<file path="src/rtl/rd_tag_tracker.sv">
// Read-request tag tracker: allocates local CCI tags, parks upstream mdata, restores it on response.
// Optional statistics counters are built when RD_TAG_TRACKER_STATS_EN is defined.
module rd_tag_tracker #(
  parameter int NUM_TAGS = 32,
  parameter int ADDR_W   = 48,
  parameter int MDATA_W  = 16,
  parameter int DATA_W   = 512
) (
  input  logic                        clk,
  input  logic                        rst,
  input  logic                        up_rd_en,
  output logic                        up_rd_available,
  input  logic [ADDR_W-1:0]           up_rd_addr,
  input  logic [MDATA_W-1:0]          up_rd_mdata,
  output logic                        cci_rd_en,
  output logic [ADDR_W-1:0]           cci_rd_addr,
  output logic [MDATA_W-1:0]          cci_rd_mdata,
  input  logic                        cci_almfull,
  input  logic                        cci_resp_valid,
  input  logic [MDATA_W-1:0]          cci_resp_mdata,
  input  logic [DATA_W-1:0]           cci_resp_data,
  output logic                        up_resp_valid,
  output logic [MDATA_W-1:0]          up_resp_mdata,
  output logic [DATA_W-1:0]           up_resp_data,
  output logic [$clog2(NUM_TAGS):0]   outstanding,
  output logic                        idle,
  output logic                        err_spurious,
  output logic [31:0]                 stat_req,
  output logic [31:0]                 stat_resp,
  output logic [$clog2(NUM_TAGS):0]   stat_peak
);

  localparam int TAG_W = $clog2(NUM_TAGS);
  localparam int CNT_W = TAG_W + 1;
  localparam logic [CNT_W-1:0] FULL = CNT_W'(NUM_TAGS);

  // Handshake: an upstream request transfers on a cycle where up_rd_en and
  // up_rd_available are both high; responses have no back-pressure and are
  // consumed on every cycle cci_resp_valid is high.
  logic [NUM_TAGS-1:0] busy;
  logic [MDATA_W-1:0]  mdata_tbl [NUM_TAGS];
  logic [TAG_W-1:0]    free_tag;
  logic [TAG_W-1:0]    resp_tag;
  logic                accept;
  logic                resp_in_range;
  logic                resp_hit;
  logic                resp_spur;
  logic [CNT_W-1:0]    outstanding_n;

  // Lowest-index free tag: scan downwards so the last match wins.
  always_comb begin
    free_tag = '0;
    for (int i = NUM_TAGS - 1; i >= 0; i--) begin
      if (!busy[i]) free_tag = TAG_W'(i);
    end
  end

  assign up_rd_available = (outstanding < FULL) && !cci_almfull;
  assign accept          = up_rd_en && up_rd_available;
  assign resp_tag        = cci_resp_mdata[TAG_W-1:0];
  assign resp_in_range   = {1'b0, cci_resp_mdata} < (MDATA_W + 1)'(NUM_TAGS);
  assign resp_hit        = cci_resp_valid && resp_in_range && busy[resp_tag];
  assign resp_spur       = cci_resp_valid && !resp_hit;
  assign idle            = (outstanding == '0);

  always_comb begin
    outstanding_n = outstanding;
    if (accept && !resp_hit)      outstanding_n = outstanding + CNT_W'(1);
    else if (!accept && resp_hit) outstanding_n = outstanding - CNT_W'(1);
  end

  always_ff @(posedge clk) begin
    if (rst) begin
      busy          <= '0;
      outstanding   <= '0;
      cci_rd_en     <= 1'b0;
      cci_rd_addr   <= '0;
      cci_rd_mdata  <= '0;
      up_resp_valid <= 1'b0;
      up_resp_mdata <= '0;
      up_resp_data  <= '0;
      err_spurious  <= 1'b0;
    end else begin
      cci_rd_en     <= accept;
      up_resp_valid <= resp_hit;
      outstanding   <= outstanding_n;
      if (accept) begin
        busy[free_tag] <= 1'b1;
        cci_rd_addr    <= up_rd_addr;
        cci_rd_mdata   <= MDATA_W'(free_tag);
      end
      // The allocated tag is never busy, so these two bit updates never collide.
      if (resp_hit) begin
        busy[resp_tag] <= 1'b0;
        up_resp_mdata  <= mdata_tbl[resp_tag];
        up_resp_data   <= cci_resp_data;
      end
      if (resp_spur) err_spurious <= 1'b1;
    end
  end

  // Table contents are only meaningful while the matching busy bit is set.
  always_ff @(posedge clk) begin
    if (accept) mdata_tbl[free_tag] <= up_rd_mdata;
  end

`ifdef RD_TAG_TRACKER_STATS_EN
  always_ff @(posedge clk) begin
    if (rst) begin
      stat_req  <= '0;
      stat_resp <= '0;
      stat_peak <= '0;
    end else begin
      if (accept)                    stat_req  <= stat_req + 32'd1;
      if (resp_hit)                  stat_resp <= stat_resp + 32'd1;
      if (outstanding_n > stat_peak) stat_peak <= outstanding_n;
    end
  end
`else
  assign stat_req  = '0;
  assign stat_resp = '0;
  assign stat_peak = '0;
`endif

endmodule

</file>
<file path="config.mk">
export PLATFORM = sky130hd
export DESIGN_NAME = rd_tag_tracker
export DESIGN_NICKNAME = d
export VERILOG_FILES = /design/src/rtl/rd_tag_tracker.sv
export SDC_FILE = /design/constraint.sdc
export NUM_CORES = 2
export LEC_CHECK = 0
export ABC_CLOCK_PERIOD_IN_PS = 5000
export CORE_AREA = 3 3 501 503
export DETAILED_ROUTE_END_ITERATION = 16
export DIE_AREA = 0 0 504 506
export PLACE_DENSITY = 0.38
export SLEW_MARGIN = 20
export SYNTH_ARGS = -nofsm -noshare
export SYNTH_HDL_FRONTEND = slang
export SYNTH_SLANG_ARGS = --single-unit
</file>
<file path="constraint.sdc">
create_clock -name clk -period 5 [get_ports clk]
set_input_delay 1.5 -clock clk [delete_from_list [all_inputs] [get_ports clk]]
set_output_delay 1.5 -clock clk [all_outputs]
set_load 0.05 [all_outputs]
</file>
[Word level (Yosys, flattened, before mapping)]
Memories as Yosys holds them, arrays and structs flattened. A register that Yosys moved wholly into a read port is not among the register bits.
Cells that the tools add are included.
Word-level totals
  bits in registers: 606
  bits in writable memories: 512
  input port bits: 597
  output and inout port bits: 673
  word-level logic and storage cells: 79
  memories kept: 1
Cells by class
  add/sub/neg operators: 2
  order comparisons: 6
  muxes and demuxes: 45
  bitwise gates (word level): 3
  reduce and logical (&&, ||, !) cells: 14
Memory list
  mdata_tbl: words 32, width 16, rd ports 1, clocked after memory_dff 1, wr ports 1, line 41  | logic [MDATA_W-1:0] mdata_tbl [NUM_TAGS];
Operators with widths (number)
  $mux W5: 32
  $mux W32: 3
  $and A32 B32 Y32: 1
  $not A32 Y32: 1
  $or A32 B32 Y32: 1
  $lt A16 B6 Y1 const B: 1
  $lt A5 B6 Y1 const B: 2
  $mux W6: 2
  $demux W1 S5: 2
  $ge A5 B1 Y1 const B: 2
  $logic_and A1 B1 Y1: 9
  $add A6 B1 Y6 const B: 1
  $logic_not A6 Y1: 1
  $lt A6 B6 Y1 const B: 1
  $sub A6 B1 Y6 const B: 1
  $bmux W1 S5: 1
  $mux W1: 5
  $logic_not A1 Y1: 3
  $reduce_bool A2 Y1: 1

[Longest topological paths before layout]
  depth after elaboration: 41
  gate-level depth with buffers: 16
  depth with buffers taken out: 14

[Worst setup path before layout]
No wires, ideal clock.
  path kind: in2reg
  from: input port cci_almfull
  to: register outstanding[5]
  setup time: 70 ps
  data arrival time: 4355 ps
  required time: 4930 ps
  slack: 575 ps
  stages: 15
  buffers on the path: 3
  cell sequence: or3b_1 > buf_2 > inv_1 > clkbuf_1 > clkbuf_1 > ha_1 > inv_1 > ha_1 > a21o_1 > a21o_1 > a21o_1 > a21oi_1 > xnor2_1 > or3_1 > a21oi_1
On the way
  longest elaborated chain between the ends: 6
  elaborated cells on any way between the ends: 8
  classes of those cells: 1 x mux; 7 x reduce/logical
Ends and longest elaborated chain
  from (decl): line 18  | input logic cci_almfull,
  $logic_not A1 Y1 (*): line 58  | assign up_rd_available = (outstanding < FULL) && !cci_almfull;
  $logic_and A1 B1 Y1 (*): line 58
  $logic_and A1 B1 Y1 (*): line 59  | assign accept = up_rd_en && up_rd_available;
  net accept: line 44  | logic accept;
  $logic_not A1 Y1: line 69  | else if (!accept && resp_hit) outstanding_n = outstanding - CNT_W'(1);
  $logic_and A1 B1 Y1: line 69
  $reduce_bool A2 Y1 (no line)
  to (signal assigned): line 86  | outstanding <= outstanding_n;
  to (decl): line 25  | output logic [$clog2(NUM_TAGS):0] outstanding,
The timed path passes the listed nets; every way through them passes the cells marked *.
A chain may end at the register's enable or synchronous reset.

[Worst setup path after layout]
  from: register outstanding[1]
  to: output port idle
On the way
  longest elaborated chain between the ends: 1
Ends and longest elaborated chain
  $logic_not A6 Y1: line 64  | assign idle = (outstanding == '0);
  to (decl): line 26  | output logic idle,
Every way passes these cells.

==> flow_summary.ini <==
[run_status]
status = finished clean

[critical_path]
critPathMaxFanout = 5
arrival_ps = 3130
cp-startpoint = outstanding[1]$_SDFFE_PP0P_
path_class = reg2out
cp-end-kind = primary output
slowest_stage = clkdlybuf4s50_1
crit_path_start_kind = register
required_ps = 3500
cpPeakStageDelay_ps = 960
r2r_setup_slack_ps = 1620
cp_cell_sequence = or4_1 -> nor3_1 -> clkdlybuf4s50_1
crit_family = simple AND/OR/NAND/NOR gates
reg2reg_depth = 15
r2r-end = outstanding[5]$_SDFFE_PP0P_
worst-path-buf-inv = 1
timing.rr.start = busy[21]$_SDFF_PP0_

[finish]
finish.utilization_pct = 25.67
multi_input_area_um2 = 13020
regArea_um2 = 27830
nNetsFinal = 5556
area_growth_pct = 49.27
final_layout_size_suffix_gt1_share_pct = 10.41
fill_cells = 26090

[clock_network]
cts_made_buffers = 142
clkLatencyLatePin_ps = 800
clock-root-buffer = clkbuf_16
cts.path.max_buffers = 3
cts_sinks = 1134
cts_setup_buffers = 0
cts_resized = 0
postCtsHoldBufs = 0
cts.htree.levels = 4
clkTransAtPathRegs_ps = 60
cts_tree = yes

[power_and_ir_drop]
powerDensity_nw_per_um2 = 344.2
power_frac_seq_pct = 44.8
p_int_mw = 16.44
p_sw_mw = 5.332
pwr-share-comb_pct = 7.4
clock_power_share_pct = 47.8
p_sw_share_pct = 24.49
ir_drop_mv = 0.3060
p_leak_nw = 20.14

[synth]
yosys_warnings = 0
synth_area_leaders = edfxtp_1 36%, dfxtp_1 29%, nand2_1 10%
synth_top_family_by_area = simple AND/OR/NAND/NOR gates
synth-xor-area-share_pct = 0.1033
synth.most_common_cell = nand2_1
synth_edf_count = 512
yosysTopAreaCellShare_pct = 36.28
synth_simple_gate_area_share_pct = 12.97
synth_top_flop_cell = dfxtp_1
synth_commonest_cells = 1158 x nand2_1, 622 x dfxtp_1, 583 x a21oi_1
async_reset_ff_share_pct = 0
ys_seq_area_share_pct = 65.67
yosys.area.top_type = edfxtp_1
yosys.area_share.adder_pct = 0.1949
synthDistinctLibCells = 60
synth_compound_area_share_pct = 9.401
synth_area_um2 = 42380
synth_cells = 3723
avgSynthCellArea_um2 = 11.38
synthMuxAreaShare_pct = 7.222
ys_seq_elements = 1134

[floorplan]
initial_core_util_pct = 17.20
ios = 1270
core_area_um2 = 246400
rows = 182
die_y_um = 506
die_x_um = 504
dieArea_um2 = 255000

[global_routing]
overflow = 0
antenna_found_initial = 113
grt_usage_pct = 20.04
grt_max_degree = 133
grt_pass1_wl_um = 344600
grt_pass1_vias = 34350

[job]
max_cap_viol_count = 0

[route]
dr.pass1.iters = 7
wl_per_cell_um = 31.46
drc = 0
ant_nets = 0
drt-total-wl_um = 264200
vias = 34580
via_per_inst = 4.116
drtIter0Drc = 2831

[placed_design]
port-buffer-count = 1188
dp_hpwl_um = 205300
gp_congestion = 0.8607

[timing]
holdWs_ps = 446.8
drv_slew = 0
maxSlewHeadroom_pct = 29.07
finalHoldViolCount = 0
worstMarginPinSlew_ps = 1061
period_share_pct = 92.55
setup_viol = 0
fmax_mhz = 216.1
rsz0062_at_grt = no
min_period_ps = 4628
fin_skew_ps = 37.58

[min_path]
min_path_type = reg2reg
min-delay-start = up_resp_data[342]$_SDFFE_PP0P_
hold-path-endpoint = up_resp_data[342]$_SDFFE_PP0P_
holdPathStages = 2
==> layer usage <==
layer / vias to the layer above / track usage, % / part of all wire (%)
li1: 15370 / - / -
met1: 17500 / 24.91 / 41
met2: 1338 / 32.44 / 47
met3: 338 / 7.964 / 9.5
met4: 30 / 4.762 / 2.3
met5: - / 0 / 0.079
==> registers in the layout, summed over array words and instances, names as in the netlist <==
register,cells
mdata_tbl,512
up_resp_data,512
cci_rd_addr,48
busy,32
up_resp_mdata,16
outstanding,6
cci_rd_mdata,5
cci_rd_en,1
err_spurious,1
up_resp_valid,1
==> power groups by stage <==
| stage | Combinational (mW) | Sequential (mW) | Clock (mW) |
|---|---|---|---|
| after global placement | 1.61 | 9.95 | 0 |
| after global routing | 1.68 | 9.75 | 11.1 |
| after floorplan | 0.571 | 10.0 | 0 |
| after detailed placement | 1.60 | 9.95 | 0 |
| after CTS | 1.62 | 9.75 | 10.8 |
| final | 1.60 | 9.75 | 10.4 |
==> logic make-up (layout without fill, tap and decap cells) <==
| logic type | after synthesis | in the layout |
|---|---|---|
| buffers and inverters | 346 | 1604 |
| other | 1 | 108 |
| flip-flops | 1134 | 1134 |
| AO/OA/AOI/OAI | 729 | 729 |
| adder cells (fa/ha/maj) | 6 | 6 |
| multiplexers | 137 | 137 |
| XOR/XNOR | 5 | 5 |
| AND/OR/NAND/NOR | 1365 | 1365 |
==> worst max-delay path by stage <==
stage               cells past startpoint                           to
finish                                  3                         idle
global route                            3                         idle
CTS                                     3                         idle
detailed placement                     17  outstanding[5]$_SDFFE_PP0P_
global placement                       17  outstanding[5]$_SDFFE_PP0P_
floorplan                              15  outstanding[5]$_SDFFE_PP0P_
==> layout make-up <==
| type | count | share of cell area (%) |
|---|---|---|
| Multi-Input combinational cell | 2323 | 20.58 |
| Timing Repair Buffer | 1341 | 21.35 |
| Sequential cell | 1134 | 43.99 |
| Clock inverter | 43 | 0.9138 |
| Clock buffer | 209 | 6.436 |
| Tap cell | 3312 | 6.551 |
| Inverter | 11 | 0.06527 |
| Antenna cell | 27 | 0.1068 |
==> cells in the final DEF (no fill, tap or decap), types with 81 or more instances in the layout <==
cell type / instances
conb_1: 81
clkbuf_16: 147
clkdlybuf4s50_1: 1177
dfxtp_1: 622
nand2_1: 1158
buf_4: 114
nor2_1: 85
a21oi_1: 583
mux4_2: 135
edfxtp_1: 512
==> tightest hold or removal path, delay by kind of cell, from the launching register on <==
family	cells	cell delay (ps)
compound gates	1	50
simple gates	1	50
flops	1	300
==> stage by stage <==
step	setup slack (ps)	instance area [um^2]	power (mW)	std cells	TNS, ps
2_1_floorplan	575.0	42680	10.61	3803	0
3_3_place_gp	-132.6	58580	11.56	8121	-132.6
3_5_place_dp	-57.07	58560	11.56	8121	-57.07
4_1_cts	256.5	63210	22.17	8373	0
5_1_grt	252.5	63210	22.54	8381	0
6_report	372.5	63260	21.77	8400	0
Note: power is estimated with default switching activity, not from simulation.
